--- config.mk ---
export PLATFORM = sky130hd
export DESIGN_NAME = mem_access_stage
export DESIGN_NICKNAME = d
export VERILOG_FILES = /design/src/rtl/mem_access_stage.sv
export SDC_FILE = /design/constraint.sdc
export NUM_CORES = 1
export LEC_CHECK = 0
export CAP_MARGIN = 20
export CORE_ASPECT_RATIO = 1.2
export CORE_MARGIN = 2
export CORE_UTILIZATION = 44
export DETAILED_ROUTE_END_ITERATION = 6
export PLACE_DENSITY = 0.94
export RECOVER_POWER = 100
export SLEW_MARGIN = 20
export SYNTH_ARGS = -nofsm -noshare
export SYNTH_HDL_FRONTEND = slang
export SYNTH_SLANG_ARGS = --single-unit
--- constraint.sdc ---
create_clock -name clk -period 3.85 [get_ports clk]
set_input_delay 0.385 -clock clk [delete_from_list [all_inputs] [get_ports clk]]
set_output_delay 0.385 -clock clk [all_outputs]
set_load 0.005 [all_outputs]
--- src/rtl/mem_access_stage.sv ---
// MEM pipeline stage: drives loads/stores over a req/ack data-memory handshake and stalls
// upstream until completion. Optional WAIT timeout/abort is enabled by defining MEM_TIMEOUT_EN.
module mem_access_stage #(
    parameter int unsigned DSIZE       = 16,
    parameter int unsigned ASIZE       = 4,
    parameter int unsigned MAW         = 8,
    parameter int unsigned TIMEOUT_CYC = 64
) (
    input  logic             clk,
    input  logic             rst,
    input  logic             in_valid,
    input  logic             mem_read_in,
    input  logic             mem_write_in,
    input  logic [DSIZE-1:0] aluout_in,
    input  logic [DSIZE-1:0] store_data_in,
    input  logic [ASIZE-1:0] waddr_in,
    input  logic             write_en_in,
    input  logic             mem_to_reg_in,
    output logic             stall_out,
    output logic [DSIZE-1:0] mem_data_out,
    output logic [DSIZE-1:0] aluout_out,
    output logic [ASIZE-1:0] waddr_out,
    output logic             write_en_out,
    output logic             mem_to_reg_out,
    output logic             mem_err_out,
    output logic             dmem_req,
    output logic             dmem_we,
    output logic [MAW-1:0]   dmem_addr,
    output logic [DSIZE-1:0] dmem_wdata,
    input  logic             dmem_ack,
    input  logic [DSIZE-1:0] dmem_rdata
);

    typedef enum logic [1:0] {StIdle, StWait, StDone} state_e;

    if (TIMEOUT_CYC < 1) begin : g_bad_timeout
        $error("TIMEOUT_CYC must be at least 1");
    end

    state_e           state_q, state_d;
    logic             req_q, req_d;
    logic             we_q, we_d;
    logic [MAW-1:0]   addr_q, addr_d;
    logic [DSIZE-1:0] wdata_q, wdata_d;
    logic [DSIZE-1:0] aluout_q, aluout_d;
    logic [ASIZE-1:0] waddr_q, waddr_d;
    logic             wen_q, wen_d;
    logic             m2r_q, m2r_d;
    logic [DSIZE-1:0] rdata_q, rdata_d;
    logic             mem_op;

    assign mem_op     = in_valid & (mem_read_in | mem_write_in);
    assign dmem_req   = req_q;
    assign dmem_we    = we_q;
    assign dmem_addr  = addr_q;
    assign dmem_wdata = wdata_q;

`ifdef MEM_TIMEOUT_EN
    localparam int unsigned CntW = (TIMEOUT_CYC > 1) ? $clog2(TIMEOUT_CYC) : 1;
    localparam logic [CntW-1:0] CntLast = CntW'(TIMEOUT_CYC - 1);

    logic [CntW-1:0] cnt_q, cnt_d;
    logic            err_q, err_d;

    assign mem_err_out = err_q;

    always_ff @(posedge clk) begin
        if (rst) begin
            cnt_q <= '0;
            err_q <= 1'b0;
        end else begin
            cnt_q <= cnt_d;
            err_q <= err_d;
        end
    end
`else
    assign mem_err_out = 1'b0;
`endif

    always_ff @(posedge clk) begin
        if (rst) begin
            state_q  <= StIdle;
            req_q    <= 1'b0;
            we_q     <= 1'b0;
            addr_q   <= '0;
            wdata_q  <= '0;
            aluout_q <= '0;
            waddr_q  <= '0;
            wen_q    <= 1'b0;
            m2r_q    <= 1'b0;
            rdata_q  <= '0;
        end else begin
            state_q  <= state_d;
            req_q    <= req_d;
            we_q     <= we_d;
            addr_q   <= addr_d;
            wdata_q  <= wdata_d;
            aluout_q <= aluout_d;
            waddr_q  <= waddr_d;
            wen_q    <= wen_d;
            m2r_q    <= m2r_d;
            rdata_q  <= rdata_d;
        end
    end

    always_comb begin
        state_d  = state_q;
        req_d    = req_q;
        we_d     = we_q;
        addr_d   = addr_q;
        wdata_d  = wdata_q;
        aluout_d = aluout_q;
        waddr_d  = waddr_q;
        wen_d    = wen_q;
        m2r_d    = m2r_q;
        rdata_d  = rdata_q;
`ifdef MEM_TIMEOUT_EN
        cnt_d    = cnt_q;
        err_d    = 1'b0;
`endif
        unique case (state_q)
            StIdle: begin
                if (mem_op) begin
                    req_d    = 1'b1;
                    we_d     = mem_write_in;
                    addr_d   = aluout_in[MAW-1:0];
                    wdata_d  = store_data_in;
                    aluout_d = aluout_in;
                    waddr_d  = waddr_in;
                    wen_d    = write_en_in;
                    m2r_d    = mem_to_reg_in;
                    state_d  = StWait;
`ifdef MEM_TIMEOUT_EN
                    cnt_d    = '0;
`endif
                end
            end
            StWait: begin
                // Ack has priority over a timeout on the same edge.
                if (dmem_ack) begin
                    rdata_d = dmem_rdata;
                    req_d   = 1'b0;
                    state_d = StDone;
                end
`ifdef MEM_TIMEOUT_EN
                else if (cnt_q == CntLast) begin
                    rdata_d = '1;
                    wen_d   = 1'b0;
                    req_d   = 1'b0;
                    err_d   = 1'b1;
                    state_d = StDone;
                end else begin
                    cnt_d = cnt_q + 1'b1;
                end
`endif
            end
            StDone:  state_d = StIdle;
            default: state_d = StIdle;
        endcase
    end

    always_comb begin
        stall_out      = 1'b0;
        mem_data_out   = '0;
        aluout_out     = aluout_in;
        waddr_out      = waddr_in;
        write_en_out   = in_valid & write_en_in;
        mem_to_reg_out = mem_to_reg_in;
        unique case (state_q)
            StIdle: begin
                if (mem_op) begin
                    stall_out    = 1'b1;
                    write_en_out = 1'b0;
                end
            end
            StWait: begin
                stall_out      = 1'b1;
                write_en_out   = 1'b0;
                aluout_out     = aluout_q;
                waddr_out      = waddr_q;
                mem_to_reg_out = m2r_q;
            end
            StDone: begin
                mem_data_out   = rdata_q;
                aluout_out     = aluout_q;
                waddr_out      = waddr_q;
                write_en_out   = wen_q;
                mem_to_reg_out = m2r_q;
            end
            default: ;
        endcase
        if (rst) begin
            stall_out    = 1'b0;
            write_en_out = 1'b0;
        end
    end

endmodule

# Word-level counts from Yosys, hierarchy flattened
# Index checks and enable logic that the tools add are counted.
# word_totals
reg_bits	66
in_bits	60
output_inout_bits	66
word_cells	40
# classes
eq_ne	4
n_mux	16
n_bitwise	3
n_reduce_logical	7
# ops
cell	count
$mux W16	2
$mux W1	7
$reduce_and A2 Y1	3
$mux W2	2
$mux W4	1
$ne A2 B2 Y1 const B	2
$pmux W1 S2	2
$pmux W2 S2	1
$pmux W1 S3	1
$reduce_and A3 Y1	1
$and A1 B1 Y1	2
$eq A2 B1 Y1 const B	1
$eq A2 B2 Y1 const B	1
$logic_not A2 Y1	1
$reduce_bool A2 Y1	1
$reduce_or A2 Y1	1
$or A1 B1 Y1	1

# Logic depth before layout (Yosys ltp)
# logic_depth
depth_word	5
mapped_depth	7
mapped_depth_nobuf	5

# Worst setup path after synthesis
# Ideal clock, no wire load.
# synth_path
kind	register -> output
start	register state_q[0]
end	output port aluout_out[0]
t_arrival_ns	1.301
t_required_ns	3.465
path_slack_ns	2.164
stages_incl_launch_ff	5
path_buffers	1
path_cell_list	dfxtp_1 -> inv_1 -> ha_1 -> buf_2 -> mux2_2
# synth_via
elab_chain_cells	3
word_cells_on_any_way	4
cone_classes	eq/ne: 2; mux: 1; reduce/logical: 1
# synth_lines
element	line	rtl
from (decl)	40	state_e state_q, state_d;
from (signal assigned)	82	state_q <= StIdle;
from (signal assigned)	93	state_q <= state_d;
$eq A2 B2 Y1 / $eq A2 B1 Y1 (equally long branches)	169	unique case (state_q)
$reduce_or A2 Y1 (no line) (*)	--	
$mux W16 (*)	169	
to (decl)	21	output logic [DSIZE-1:0] aluout_out,
# Mark *: on every way between the ends. The rest lies on a longest branch, timed or not.

# Worst setup path in the final report
# layout_path
start	register state_q[0]
end	output port aluout_out[6]
# The elaborated chain is that of the path after synthesis.

==> flow_summary.json <==
{
  "status": "complete, but fails checks",
  "violations": "capacitance limit, slew limit",
  "leakagePower_uw": 0.00159,
  "vias_per_cell": 4.83,
  "cts_tree": "yes",
  "drv_cap": 1,
  "setup_viol": 0,
  "worstSetupPathType": "reg2out",
  "critPathLaunch": "state_q[0]",
  "post_drt_wl_per_cell_um": 13.2,
  "ant_nets": 0,
  "endpoint_kind": "output pin",
  "min_from": "dmem_wdata[4]",
  "post_cts_buffers": 0,
  "synth.cell_area_sq_mm": 0.00258,
  "fin_crit_sh_pct": 81.6,
  "timing.rr.start": "state_q[1]",
  "grt_pass1_wl_um": 10500,
  "cts_root_buffer": "clkbuf_8",
  "core_sq_mm": 0.00567,
  "postCtsHoldBufs": 0,
  "startpoint_type": "flop",
  "htreeDepth": 3,
  "fp.dieH_um": 88.0,
  "max_freq_mhz": 318,
  "cp_max_fo": 21,
  "syn_inst": 323,
  "fin_setup_tns_ns": 0,
  "synthToLayoutAreaGrowth_pct": 53.2,
  "ff2ff_path_depth": 6,
  "whs_path_depth": 2,
  "vias": 2486,
  "fin_skew_ns": 0.00436,
  "yosys_warnings": 0,
  "ys_types": 24,
  "port_buffers": 124,
  "dp_worst_setup_slack_ns": 1.19,
  "grt_pass1_vias": 2381,
  "gp_congestion": 0.766,
  "postSynthAreaPerCell_sq_um": 8.00,
  "fp.dieW_um": 74.0,
  "finalHoldViolCount": 0,
  "grt_antenna_before_repair": 0,
  "clk-insertion-delay-late_ns": 0.33,
  "cts_buffers": 9,
  "max_slew_margin_pct": -12.0,
  "setup_ws_ns": 0.710,
  "drv_slew": 40,
  "firstDrtPassIters": 4,
  "ir_worst_vdd_mv": 0.284,
  "grt_setup_unrepaired": "false",
  "initial_utilization_pct": 45.6,
  "crit_required_ns": 3.46,
  "grt_start_max_net_pins": 40,
  "dieArea_sq_mm": 0.00651,
  "syn_nets": 388,
  "clkTransAtPathRegs_ns": 0.06,
  "postCtsResizedCells": 0,
  "hold_path_class": "reg2reg",
  "seq_area_frac_synth_pct": 44.9,
  "first_iter_violations": 119,
  "ys_ff_latch": 58,
  "io_pins": 126,
  "powerDensity_mw_per_mm2": 386,
  "grt_overflow": 0,
  "drc": 0,
  "grtUsageTotal_pct": 21.1,
  "worst_pin_slew_ns": 1.68,
  "period_minus_slack_ns": 3.14,
  "clk_path_buf_depth": 2,
  "finalNetCount": 496,
  "num-fill-cells": 430,
  "mostFrequentLayoutCell": "nand2_1",
  "wirelength_um": 6810,
  "diodes": 0,
  "final_cell_mix": "nand2_1 (112), clkdlybuf4s50_1 (62), dlygate4sd3_1 (61)",
  "core.rowCount": 30,
  "clock-sinks": 58,
  "dpl.hpwl_um": 4930,
  "drive_gt1_share_pct": 9.20,
  "arrival_ns": 2.76
}
## final cells by class
class	instances	area (sq um)	share of cell area (%)
well taps	80	100	2.53
multi-input cells	233	1250	31.5
clock inverters	2	10.0	0.253
flip-flops and latches	58	1160	29.3
repair buffers	127	1250	31.7
clock buffers	13	179	4.52
inverters	2	7.51	0.190
## where the power goes
part	internal [uW]	switching, uW	leakage, uW
clock	298	224	0.000101
sequential	641	21.6	0.000474
combinational	196	148	0.00101
total	1130	393	0.00159
## synthesized netlist by cell type, drive strengths merged
library cell / count / area share [%]
nand2: 112 / 16
a21oi: 58 / 11
dfxtp: 58 / 45
buf: 21 / 5.1
mux2: 21 / 9.1
and2: 17 / 4.1
clkbuf: 9 / 1.4
ha: 5 / 2.4
o211ai: 4 / 1.4
nor2: 3 / 0.44
inv: 2 / 0.29
nand2b: 2 / 0.48
nor2b: 2 / 0.48
nor3: 2 / 0.39
conb: 1 / 0.15
nand3b: 1 / 0.29
nor3b: 1 / 0.29
o211a: 1 / 0.39
o21a: 1 / 0.29
o31ai: 1 / 0.29
or4: 1 / 0.29
## stage by stage
step | utilization, % | std cells | total power [uW] | hold WS (ns) | cell area (sq um)
2_1_floorplan | - | 323 | 849 | 0.432 | 2580
3_3_place_gp | 66.6 | 500 | 1030 | 0.437 | 3780
3_5_place_dp | 66.6 | 500 | 1040 | 0.442 | 3780
4_1_cts | 70.0 | 515 | 1570 | 0.451 | 3970
5_1_grt | 69.9 | 515 | 1600 | 0.469 | 3960
6_report | 69.9 | 515 | 1530 | 0.449 | 3960
## final timing paths
kind                                      end  slack [ns]
worst min-delay path            dmem_wdata[4]        0.45
worst min register to register  dmem_wdata[4]        0.45
worst max-delay path            aluout_out[6]        0.71
worst max register to register  dmem_wdata[8]        1.29
## cell families after synthesis
group,count (synthesis),synth area share (%)
flip-flops,58,44.9
other,1,0.145
adder cells (fa/ha/maj),5,2.42
multiplexers,21,9.15
AO/OA/AOI/OAI,65,13.6
AND/OR/NAND/NOR,141,23.0
buffers and inverters,32,6.78
## flip-flops by register name, indices dropped and copies added, names as in the netlist
| register | flops |
|---|---|
| m2r_q | 1 |
| wen_q | 1 |
| aluout_q | 9 |
| state_q | 2 |
| dmem_req | 1 |
| waddr_q | 4 |
| rdata_q | 16 |
| dmem_we | 1 |
| dmem_addr | 7 |
| dmem_wdata | 16 |
## routing by layer
metal	wire length [um]	global-route usage (%)
met4	130	9.26
met1	2620	21.3
met3	496	7.13
met2	3570	38.7
met5	0	0
## worst max-delay path, stage by stage, from the launching register on
cell and delay [ns]:
dfxtp_1 0.42, inv_1 0.09, ha_1 0.90, mux2_2 0.42, dlygate4sd3_1 0.59
(Power assumes the default switching activity.)
